### config.mk
export PLATFORM = sky130hd
export DESIGN_NAME = pipe_stage_elastic
export DESIGN_NICKNAME = d
export VERILOG_FILES = /design/src/rtl/pipe_stage_elastic_pkg.sv /design/src/rtl/pipe_skid_buf.sv /design/src/rtl/pipe_stage_elastic.sv
export SDC_FILE = /design/constraint.sdc
export NUM_CORES = 1
export LEC_CHECK = 0
export ABC_AREA = 1
export BUFFER_PORTS_ARGS = -buffer_cell sky130_fd_sc_hd__buf_2
export CAP_MARGIN = 20
export CORE_AREA = 8 8 144 146
export CTS_CLUSTER_SIZE = 16
export DETAILED_ROUTE_END_ITERATION = 10
export DIE_AREA = 0 0 152 154
export PLACE_DENSITY = 0.73
export SETUP_SLACK_MARGIN = 0.1
export SLEW_MARGIN = 25
export SYNTH_ARGS = -nofsm -noshare
export SYNTH_HDL_FRONTEND = slang
export SYNTH_SLANG_ARGS = --single-unit
export TNS_END_PERCENT = 100
### constraint.sdc
create_clock -name clk_i -period 1.7 [get_ports clk_i]
set_clock_uncertainty 0.15 [all_clocks]
set_input_delay 0.34 -clock clk_i [delete_from_list [all_inputs] [get_ports clk_i]]
set_output_delay 0.34 -clock clk_i [all_outputs]
set_load 0.05 [all_outputs]
### src/rtl/pipe_stage_elastic_pkg.sv
// Shared constants for the elastic pipeline stage: default widths, ctrl bit-field map,
// the bubble ctrl value and the flush/stall/run priority decode.
package pipe_stage_elastic_pkg;

    localparam int DATA_W_DEF = 160;
    localparam int CTRL_W_DEF = 12;
    localparam int CNT_W_DEF  = 16;

    // Ctrl payload bit-field map, as seen by downstream stages
    localparam int CTRL_REGWRITE_BIT = 0;
    localparam int CTRL_MEMREAD_BIT  = 1;
    localparam int CTRL_MEMWRITE_BIT = 2;
    localparam int CTRL_ALUOP_LSB    = 3;
    localparam int CTRL_ALUOP_MSB    = 6;
    localparam int CTRL_BRANCH_BIT   = 7;
    localparam int CTRL_PREDICT_BIT  = 8;
    localparam int CTRL_JUMP_BIT     = 9;
    localparam int CTRL_MEMTOREG_BIT = 10;
    localparam int CTRL_ALUSRC_BIT   = 11;

    localparam logic [CTRL_W_DEF-1:0] CTRL_BUBBLE = '0;

    typedef enum logic [1:0] {
        OP_RUN   = 2'd0,
        OP_STALL = 2'd1,
        OP_FLUSH = 2'd2
    } stage_op_e;

    function automatic stage_op_e decode_op(input logic flush, input logic stall);
        if (flush) begin
            return OP_FLUSH;
        end
        if (stall) begin
            return OP_STALL;
        end
        return OP_RUN;
    endfunction

endpackage

### src/rtl/pipe_skid_buf.sv
// Single skid entry for pipe_stage_elastic; only exists when PIPE_STAGE_SKID_EN is defined.
// Flush clears valid and ctrl but keeps data; load and pop are never requested together.
`ifdef PIPE_STAGE_SKID_EN
module pipe_skid_buf
    import pipe_stage_elastic_pkg::*;
#(
    parameter int DATA_W = DATA_W_DEF,
    parameter int CTRL_W = CTRL_W_DEF
) (
    input  logic              clk_i,
    input  logic              rst_i,
    input  logic              flush_i,
    input  logic              load_i,
    input  logic              pop_i,
    input  logic [DATA_W-1:0] data_i,
    input  logic [CTRL_W-1:0] ctrl_i,
    output logic              valid_o,
    output logic [DATA_W-1:0] data_o,
    output logic [CTRL_W-1:0] ctrl_o
);

    logic              valid_q, valid_d;
    logic [DATA_W-1:0] data_q, data_d;
    logic [CTRL_W-1:0] ctrl_q, ctrl_d;

    always_comb begin
        valid_d = valid_q;
        data_d  = data_q;
        ctrl_d  = ctrl_q;
        if (flush_i) begin
            valid_d = 1'b0;
            ctrl_d  = CTRL_W'(CTRL_BUBBLE);
        end else if (load_i) begin
            valid_d = 1'b1;
            data_d  = data_i;
            ctrl_d  = ctrl_i;
        end else if (pop_i) begin
            valid_d = 1'b0;
        end
    end

    always_ff @(posedge clk_i or negedge rst_i) begin
        if (!rst_i) begin
            valid_q <= 1'b0;
            data_q  <= '0;
            ctrl_q  <= '0;
        end else begin
            valid_q <= valid_d;
            data_q  <= data_d;
            ctrl_q  <= ctrl_d;
        end
    end

    assign valid_o = valid_q;
    assign data_o  = data_q;
    assign ctrl_o  = ctrl_q;

endmodule
`endif

### src/rtl/pipe_stage_elastic.sv
// Elastic pipeline register with flush/stall and a saturating bubble counter.
// Define PIPE_STAGE_SKID_EN to add a skid entry and cut the out_ready_i -> in_ready_o path.
module pipe_stage_elastic
    import pipe_stage_elastic_pkg::*;
#(
    parameter int DATA_W = DATA_W_DEF,
    parameter int CTRL_W = CTRL_W_DEF,
    parameter int CNT_W  = CNT_W_DEF
) (
    input  logic              clk_i,
    input  logic              rst_i,
    input  logic              in_valid_i,
    input  logic [DATA_W-1:0] data_i,
    input  logic [CTRL_W-1:0] ctrl_i,
    output logic              in_ready_o,
    output logic              out_valid_o,
    output logic [DATA_W-1:0] data_o,
    output logic [CTRL_W-1:0] ctrl_o,
    input  logic              out_ready_i,
    input  logic              flush_i,
    input  logic              stall_i,
    output logic [CNT_W-1:0]  bubble_cnt_o
);

    stage_op_e         op;
    logic              in_fire;
    logic              out_fire;
    logic              main_valid_q, main_valid_d;
    logic [DATA_W-1:0] main_data_q, main_data_d;
    logic [CTRL_W-1:0] main_ctrl_q, main_ctrl_d;
    logic [CNT_W-1:0]  bubble_cnt_q, bubble_cnt_d;

    assign op = decode_op(flush_i, stall_i);

    // Held payloads are never offered downstream while being killed or frozen
    assign out_valid_o  = main_valid_q & (op == OP_RUN);
    assign data_o       = main_data_q;
    assign ctrl_o       = out_valid_o ? main_ctrl_q : CTRL_W'(CTRL_BUBBLE);
    assign bubble_cnt_o = bubble_cnt_q;

    assign in_fire  = in_valid_i & in_ready_o;
    assign out_fire = out_valid_o & out_ready_i;

`ifdef PIPE_STAGE_SKID_EN
    logic              skid_valid;
    logic              skid_load;
    logic              skid_pop;
    logic [DATA_W-1:0] skid_data;
    logic [CTRL_W-1:0] skid_ctrl;

    assign in_ready_o = rst_i & ((op == OP_FLUSH) | ((op == OP_RUN) & ~skid_valid));

    pipe_skid_buf #(
        .DATA_W (DATA_W),
        .CTRL_W (CTRL_W)
    ) u_skid (
        .clk_i   (clk_i),
        .rst_i   (rst_i),
        .flush_i (op == OP_FLUSH),
        .load_i  (skid_load),
        .pop_i   (skid_pop),
        .data_i  (data_i),
        .ctrl_i  (ctrl_i),
        .valid_o (skid_valid),
        .data_o  (skid_data),
        .ctrl_o  (skid_ctrl)
    );

    always_comb begin
        main_valid_d = main_valid_q;
        main_data_d  = main_data_q;
        main_ctrl_d  = main_ctrl_q;
        skid_load    = 1'b0;
        skid_pop     = 1'b0;
        case (op)
            OP_FLUSH: begin
                main_valid_d = 1'b0;
                main_ctrl_d  = CTRL_W'(CTRL_BUBBLE);
            end
            OP_STALL: begin
            end
            default: begin
                // in_ready_o is low while the skid is full, so no input arrives here then
                if (skid_valid) begin
                    if (out_fire) begin
                        main_data_d = skid_data;
                        main_ctrl_d = skid_ctrl;
                        skid_pop    = 1'b1;
                    end
                end else if (in_fire && main_valid_q && !out_fire) begin
                    skid_load = 1'b1;
                end else if (in_fire) begin
                    main_valid_d = 1'b1;
                    main_data_d  = data_i;
                    main_ctrl_d  = ctrl_i;
                end else if (out_fire) begin
                    main_valid_d = 1'b0;
                end
            end
        endcase
    end
`else
    assign in_ready_o = rst_i & ((op == OP_FLUSH) |
                                 ((op == OP_RUN) & (out_ready_i | ~main_valid_q)));

    always_comb begin
        main_valid_d = main_valid_q;
        main_data_d  = main_data_q;
        main_ctrl_d  = main_ctrl_q;
        case (op)
            OP_FLUSH: begin
                main_valid_d = 1'b0;
                main_ctrl_d  = CTRL_W'(CTRL_BUBBLE);
            end
            OP_STALL: begin
            end
            default: begin
                if (in_fire) begin
                    main_valid_d = 1'b1;
                    main_data_d  = data_i;
                    main_ctrl_d  = ctrl_i;
                end else if (out_fire) begin
                    main_valid_d = 1'b0;
                end
            end
        endcase
    end
`endif

    always_comb begin
        bubble_cnt_d = bubble_cnt_q;
        if ((op != OP_RUN) && !(&bubble_cnt_q)) begin
            bubble_cnt_d = bubble_cnt_q + CNT_W'(1);
        end
    end

    always_ff @(posedge clk_i or negedge rst_i) begin
        if (!rst_i) begin
            main_valid_q <= 1'b0;
            main_data_q  <= '0;
            main_ctrl_q  <= '0;
            bubble_cnt_q <= '0;
        end else begin
            main_valid_q <= main_valid_d;
            main_data_q  <= main_data_d;
            main_ctrl_q  <= main_ctrl_d;
            bubble_cnt_q <= bubble_cnt_d;
        end
    end

endmodule

==> results of run 1 <==
worst reg2reg max path, cell delays in order (launching register included):
cell       delay [ns]
dfrtp_1          0.43
buf_6            0.14
nand3_4          0.05
buf_6            0.10
nand3_4          0.08
nor2_4           0.16
buf_12           0.17
clkinv_16        0.09
buf_16           0.18
nand2_1          0.11
nand2_1          0.09
cells in the final DEF (no fill, tap or decap), drive strengths merged, types with 6 or more instances in the layout:
master and n:
nand2 563, buf 437, dfrtp 189, dlygate4sd3 172
inv 38, nor2 34, clkbuf 31, o21ai 21
nand3 8, xnor2 6
repair_timing:
item,CTS,global route
setup endpoints to repair,55,239
resized for setup,117,68
buffers inserted,22,3
gates cloned,11,14
pin swaps,33,15
hold endpoints to repair,172,57
final cells by class:
class                           instances  area [um^2]
Timing Repair Buffer                  622         5196
Sequential cell                       189         4746
Fill cell                            1093         4652
Multi-Input combinational cell        642         2828
Clock buffer                           18        429.2
Tap cell                              234        292.8
Clock inverter                         14        145.1
Inverter                               30        142.6
Antenna cell                            5        12.51
Timing Repair inverter                  1        11.26
where the power goes:
group	total [mW]	switching [mW]	internal, mW
registers	5.84	0.529	5.31
logic	6.36	4.50	1.86
clock network	3.95	1.97	1.98
sequential cells by signal, indices dropped and copies added, names as in the netlist:
name,cells
data_o,160
main_ctrl_q,12
main_valid_q,1
bubble_cnt_o,16
per-stage QoR:
step / worst slack (ns) / instances
finish: -0.1943 / 1755
global route: -0.2633 / 1754
CTS: -0.1546 / 1732
detailed placement: -0.06144 / 1495
global placement: -0.04698 / 1495
floorplan: -0.03869 / 901
kinds of logic (layout without fill, tap and decap cells):
logic type	count (synthesis)	count (layout)	synth area share, %
other	0	5	0
xor gates and xnor gates	7	7	0.8022
DFF	189	189	61.89
buffers and inverters	70	685	5.108
and+or+nand+nor	611	611	30.44
adders and majority gates	1	1	0.1637
AOI/OAI and AO/OA	23	23	1.604
metal layers:
| layer | track usage, % | vias to the layer above | wire [um] |
|---|---|---|---|
| li1 | - | 3939 | - |
| met1 | 29.98 | 4105 | 12560 |
| met2 | 42.07 | 532 | 16680 |
| met3 | 7.679 | 120 | 2596 |
| met4 | 14.09 | 2 | 1620 |
| met5 | 0 | - | 8 |
Yosys cell counts:
cell,n
a21oi_1,1
ha_1,1
buf_2,12
o21ai_2,1
nor2_1,33
inv_1,28
inv_2,2
nand2_1,563
buf_8,1
and2_1,1
clkbuf_1,8
buf_6,8
a21oi_2,1
nand3_2,1
nor2_2,1
xor2_1,1
nand3_1,7
nand4_1,5
xnor2_1,6
dfrtp_1,189
o21ai_0,20
buf_4,11
final timing paths:
path | endpoint | slack, ns | depth (start not counted)
worst max-delay path | out_valid_o | -0.19 | 4
worst min-delay path | bubble_cnt_o[0]$_DFFE_PN0P_ | -0.26 | 2
worst max register to register | data_o[86]$_DFFE_PN0P_ | -0.17 | 10
worst min register to register | data_o[63]$_DFFE_PN0P_ | 0.32 | 2
max in group asynchronous | data_o[159]$_DFFE_PN0P_ | 0.66 | 3
min in group clk_i | main_valid_q$_DFFE_PN0P_ | 0.10 | 3
==> metrics.md, run 1 <==
| Metric | Value |
|---|---|
| Status | `finished with violations` |
| Failing checks | `hold timing, setup timing` |
| Antenna Nets Post-Route | `0` |
| Crit Path Max Fanout | `7` |
| Worst EP arrival | `1.40 ns` |
| Final hold vios | `57` |
| Overall Power | `16.15 mW` |
| Period minus WS final | `1.894 ns` |
| Slew margin rel. | `56.37%` |
| Worst path slowest cell | `dfrtp_1` |
| TNS Setup | `-17.29 ns` |
| WL per Instance | `19.07 um` |
| Synth Register Bits | `189` |
| CP peak stage delay | `0.43 ns` |
| First-pass GRT wire length | `48310 um` |
| Synth cell types | `22` |
| CP endpoint kind | `output port` |
| Placer Congestion | `0.8052` |
| DRC violation count after routing | `0` |
| Initial antenna violation count | `5` |
| CP required | `1.21 ns` |
| CTS tree | `done` |
| Core Area | `18460 um^2` |
| Hold WC Path Type | `in2async` |
| Global route overflow | `0` |
| FP Rows | `50` |
| CP Launch Point | `main_valid_q$_DFFE_PN0P_` |
| Worst-path cell chain | `nand2_4 -> buf_12 -> clkinvlp_4 -> buf_6` |
| Top Ports | `368` |
| Clk buf depth | `2` |
| Yosys warning count | `0` |
| Max-cap viol count | `0` |
| Starting Density | `41.41%` |
| Largest net degree at the start of global routing | `190` |
| Setup Crit Path Kind | `reg2out` |
| Synth area leader | `dfrtp_1` |
| Fin nets | `1682` |
| Share of the synthesized area in the top cell type | `61.89%` |
| Leak | `7.433 nW` |
| Startpoint Class | `flip-flop` |
| Setup violators final | `186` |
| CP top delay family | `flip-flops` |
| CTS sink count | `189` |
| Insertion delay to the later sink of the worst-skew pair | `0.43 ns` |
| Post-Syn Nets | `1080` |
| RSZ-0062 raised after global routing | `true` |
| Min Hold Slack | `-0.2551 ns` |
| Final core occ | `74.79%` |
| Share of cells above drive strength 1 | `37.07%` |
| Routed vias | `8698` |
| Die W | `152 um` |
| Die Y | `154 um` |
| Area after DPL | `10050 um^2` |
| Num CTS Buffers | `17` |
| Number of global-route vias before repair | `8929` |
| Clock root cell | `clkbuf_16` |
| DRT Wirelength | `33460 um` |
| Fmax | `0.5279 GHz` |
| Pwr/cell area | `1170 nW/um^2` |
| Area contributors post-synth | `dfrtp_1, nand2_1, nor2_1` |
| CTS H-tree lvls | `4` |
| Area Overhead vs Synth | `80.62%` |
| Vias per inst | `4.956` |
| Die ar. | `23410 um^2` |
| Synthesized area | `7642 um^2` |
| Post-route cell area | `13800 um^2` |
| Hold buffers post-CTS | `172` |
| Clk slew on worst S/H paths | `0.08 ns` |
| Peak VDD IR | `0.8160 mV` |
| PortBufs | `367` |
| Avg Cell Area, Syn | `8.482 um^2` |
| Worst Path Buf+Inv | `3` |
| Max-slew violations | `0` |
| Slew @ Worst Pin | `0.6545 ns` |
| Post-synthesis sequential area ratio | `61.89%` |
| Pre-antenna DRT Iters | `6` |
| Mapped Cells | `901` |
| Reg2reg start | `main_valid_q$_DFFE_PN0P_` |
| DR iter-0 viols | `527` |
| Final period util | `111.4%` |
| Placed wire-length estimate | `17380 um` |
| PnR worst setup slack | `-0.1943 ns` |
| Tot GR Track Use | `25.70%` |
No activity file was read; power rests on OpenSTA's default activity.
==> inputs of run 2 (changes only) <==
Settings changed: CELL_PAD_IN_SITES_DETAIL_PLACEMENT from default to 0, CELL_PAD_IN_SITES_GLOBAL_PLACEMENT from default to 1, CORE_AREA 8 8 144 146 to 8 8 172 174, DIE_AREA 0 0 152 154 to 0 0 180 182, PLACE_DENSITY 0.73 to default, PLACE_DENSITY_LB_ADDON from default to 0.1, SLEW_MARGIN 25 to 10.
==> run 2 against run 1 <==
The flow finishes with violations (setup timing). Clock-buffer cell count increased by 1. Final cell count increased by 7.2%. Largest power group unchanged. Non-clock buffer count grew 25. Setup slack better by 0.044 ns. Hold slack improved by 0.28 ns. Via count shrank 7.8%. Critical endpoint unchanged. Combinational power rose by 1%. Global-route usage is 7.5 points lower. Total power rose by 0.47%.
==> metrics.md, run 2 (synthesis gave the netlist of run 1 again) <==
| Metric | Value |
|---|---|
| Startpoint Class | `flip-flop` |
| Pwr/cell area | `1145 nW/um^2` |
| Hold WC Path Type | `in2reg` |
| PortBufs | `367` |
| Starting Density | `28.68%` |
| Max-cap viol count | `0` |
| Initial antenna violation count | `1` |
| Power share of the sequential group | `35.3%` |
| Worst hold start | `data_i[115]` |
| Commonest non-fill, non-tap cell in the layout | `nand2_1` |
| Share of cells above drive strength 1 | `40.19%` |
| Antenna Nets Post-Route | `0` |
| FP Rows | `60` |
| CP required | `1.21 ns` |
| Final core occ | `53.15%` |
| Met3 Use GR | `5.749%` |
| Reg2reg start | `main_valid_q$_DFFE_PN0P_` |
| Met1 Use GR | `22.00%` |
| Number of global-route vias before repair | `8418` |
| Internal | `9.331 mW` |
| Slew margin rel. | `60.80%` |
| Met2 usage | `30.75%` |
| Number of diodes | `0` |
| CP endpoint kind | `output port` |
| CTS H-tree lvls | `4` |
| Top Ports | `368` |
| Die ar. | `32760 um^2` |
| R2R cell count | `11` |
| Hold path cells | `3` |
| Final hold vios | `0` |
| Period minus WS final | `1.850 ns` |
| CTS sink count | `189` |
| GRT busiest layer | `met2` |
| Max-slew violations | `0` |
| Fmax | `0.5404 GHz` |
| Vias per inst | `4.262` |
| Area after DPL | `10500 um^2` |
| Sw Ratio | `42.48%` |
| Largest net degree at the start of global routing | `104` |
| DRC violation count after routing | `0` |
| First-pass GRT wire length | `47590 um` |
| Max reg flops | `160` |
| Clk slew on worst S/H paths | `0.07 ns` |
| DRT Wirelength | `31070 um` |
| Peak VDD IR | `0.7592 mV` |
| Setup violators final | `174` |
| Commonest non-fill, non-tap cells in the layout | `nand2_1, buf_2, dfrtp_1` |
| Status | `finished with violations` |
| Crit Path Max Fanout | `6` |
| Insertion delay to the later sink of the worst-skew pair | `0.43 ns` |
| Leak | `7.641 nW` |
| Area Overhead vs Synth | `85.35%` |
| RR Endpoint | `data_o[11]$_DFFE_PN0P_` |
| Clock power share | `24.9%` |
| Fin nets | `1706` |
| Post-Place Cells | `1626` |
| Post-route cell area | `14160 um^2` |
| Placed wire-length estimate | `20820 um` |
| Clock root cell | `clkbuf_16` |
| TNS Setup | `-11.08 ns` |
| Final period util | `108.8%` |
| RSZ-0062 raised after global routing | `true` |
| Routed vias | `8017` |
| Worst EP arrival | `1.36 ns` |
| Slew @ Worst Pin | `0.5880 ns` |
| P_sw | `6.893 mW` |
| Clk buf depth | `2` |
| Combinational fraction of design power | `39.7%` |
| Fill count | `2531` |
| CTS tree | `done` |
| Core Area | `26650 um^2` |
| WL per Instance | `16.52 um` |
| Failing checks | `setup timing` |
| Global route overflow | `0` |
| PnR worst setup slack | `-0.1504 ns` |
| Die W | `180 um` |
| Tot GR Track Use | `18.22%` |
| Post-Layout Cell Count | `1881` |
| R2r setup slk | `-0.11 ns` |
| Pre-antenna DRT Iters | `4` |
| Die Y | `182 um` |
| Placer Congestion | `0.7551` |
| Setup Crit Path Kind | `reg2out` |
| Hold worst-path end | `data_o[115]$_DFFE_PN0P_` |
| Num CTS Buffers | `17` |
| DR iter-0 viols | `406` |
run 2: changes by cell type in the layout (fill, tap and decap cells not counted), moves of 4 or more:
cell,previous run,this run
buf_12,17,29
buf_16,14,3
nand2_2,28,45
nand2_4,9,19
nand2_1,526,499
buf_6,26,32
diode_2,5,0
buf_4,28,47
inv_6,3,7
run 2: worst max path at each step:
stage	startpoint	endpoint	slack, ns
after detailed placement	bubble_cnt_o[1]$_DFFE_PN0P_	bubble_cnt_o[10]$_DFFE_PN0P_	-0.12
after global routing	main_valid_q$_DFFE_PN0P_	out_valid_o	-0.20
after floorplan	stall_i	ctrl_o[0]	-0.04
final	main_valid_q$_DFFE_PN0P_	out_valid_o	-0.15
after CTS	main_valid_q$_DFFE_PN0P_	out_valid_o	-0.14
after global placement	rst_i	data_o[115]$_DFFE_PN0P_	-0.06
run 2: critical path, stage by stage, from the launching register on:
cell and delay, ns:
dfrtp_1 0.42, nand2_4 0.12, buf_12 0.15, clkinvlp_4 0.08, buf_6 0.15
run 2: metal layers:
| layer | wire [um] | part of all wire, % |
|---|---|---|
| met5 | 8 | 0.026 |
| met4 | 535 | 1.7 |
| met3 | 2048 | 6.6 |
| met2 | 15210 | 49 |
| met1 | 13270 | 43 |
run 2: power by group through the flow:
stage	Clock, mW	Sequential (mW)	Combinational [mW]
global route	4.36	5.84	6.85
detailed placement	0	5.80	5.52
CTS	4.21	5.72	6.33
global placement	0	5.78	5.51
floorplan	0	8.66	0.880
finish	4.05	5.73	6.45
run 2: cell type report:
class                           count  area, um^2  area share [%]
Clock inverter                     13       136.4          0.9628
Tap cell                          341       426.7           3.012
Multi-Input combinational cell    642        2953           20.85
Clock buffer                       19       452.9           3.198
Inverter                           30       126.4          0.8921
Sequential cell                   189        4746           33.50
Timing Repair Buffer              647        5324           37.59
run 2: through the flow:
stage	power, mW	setup slack (ns)	hold slack (ns)
after floorplan	9.541	-0.03869	-0.1056
after global placement	11.28	-0.05512	0.2982
after detailed placement	11.32	-0.1234	0.3027
after CTS	16.26	-0.1422	0.007699
after global routing	17.05	-0.2047	0.008340
final	16.22	-0.1504	0.02055
run 2: repair_timing:
action	4_1_cts	5_1_grt
pin swaps	16	44
buffers inserted	38	1
gates resized for setup	115	99
setup endpoints to repair	109	266
hold buffers	171	0
endpoints found under the hold margin	239	0
gates cloned	2	11
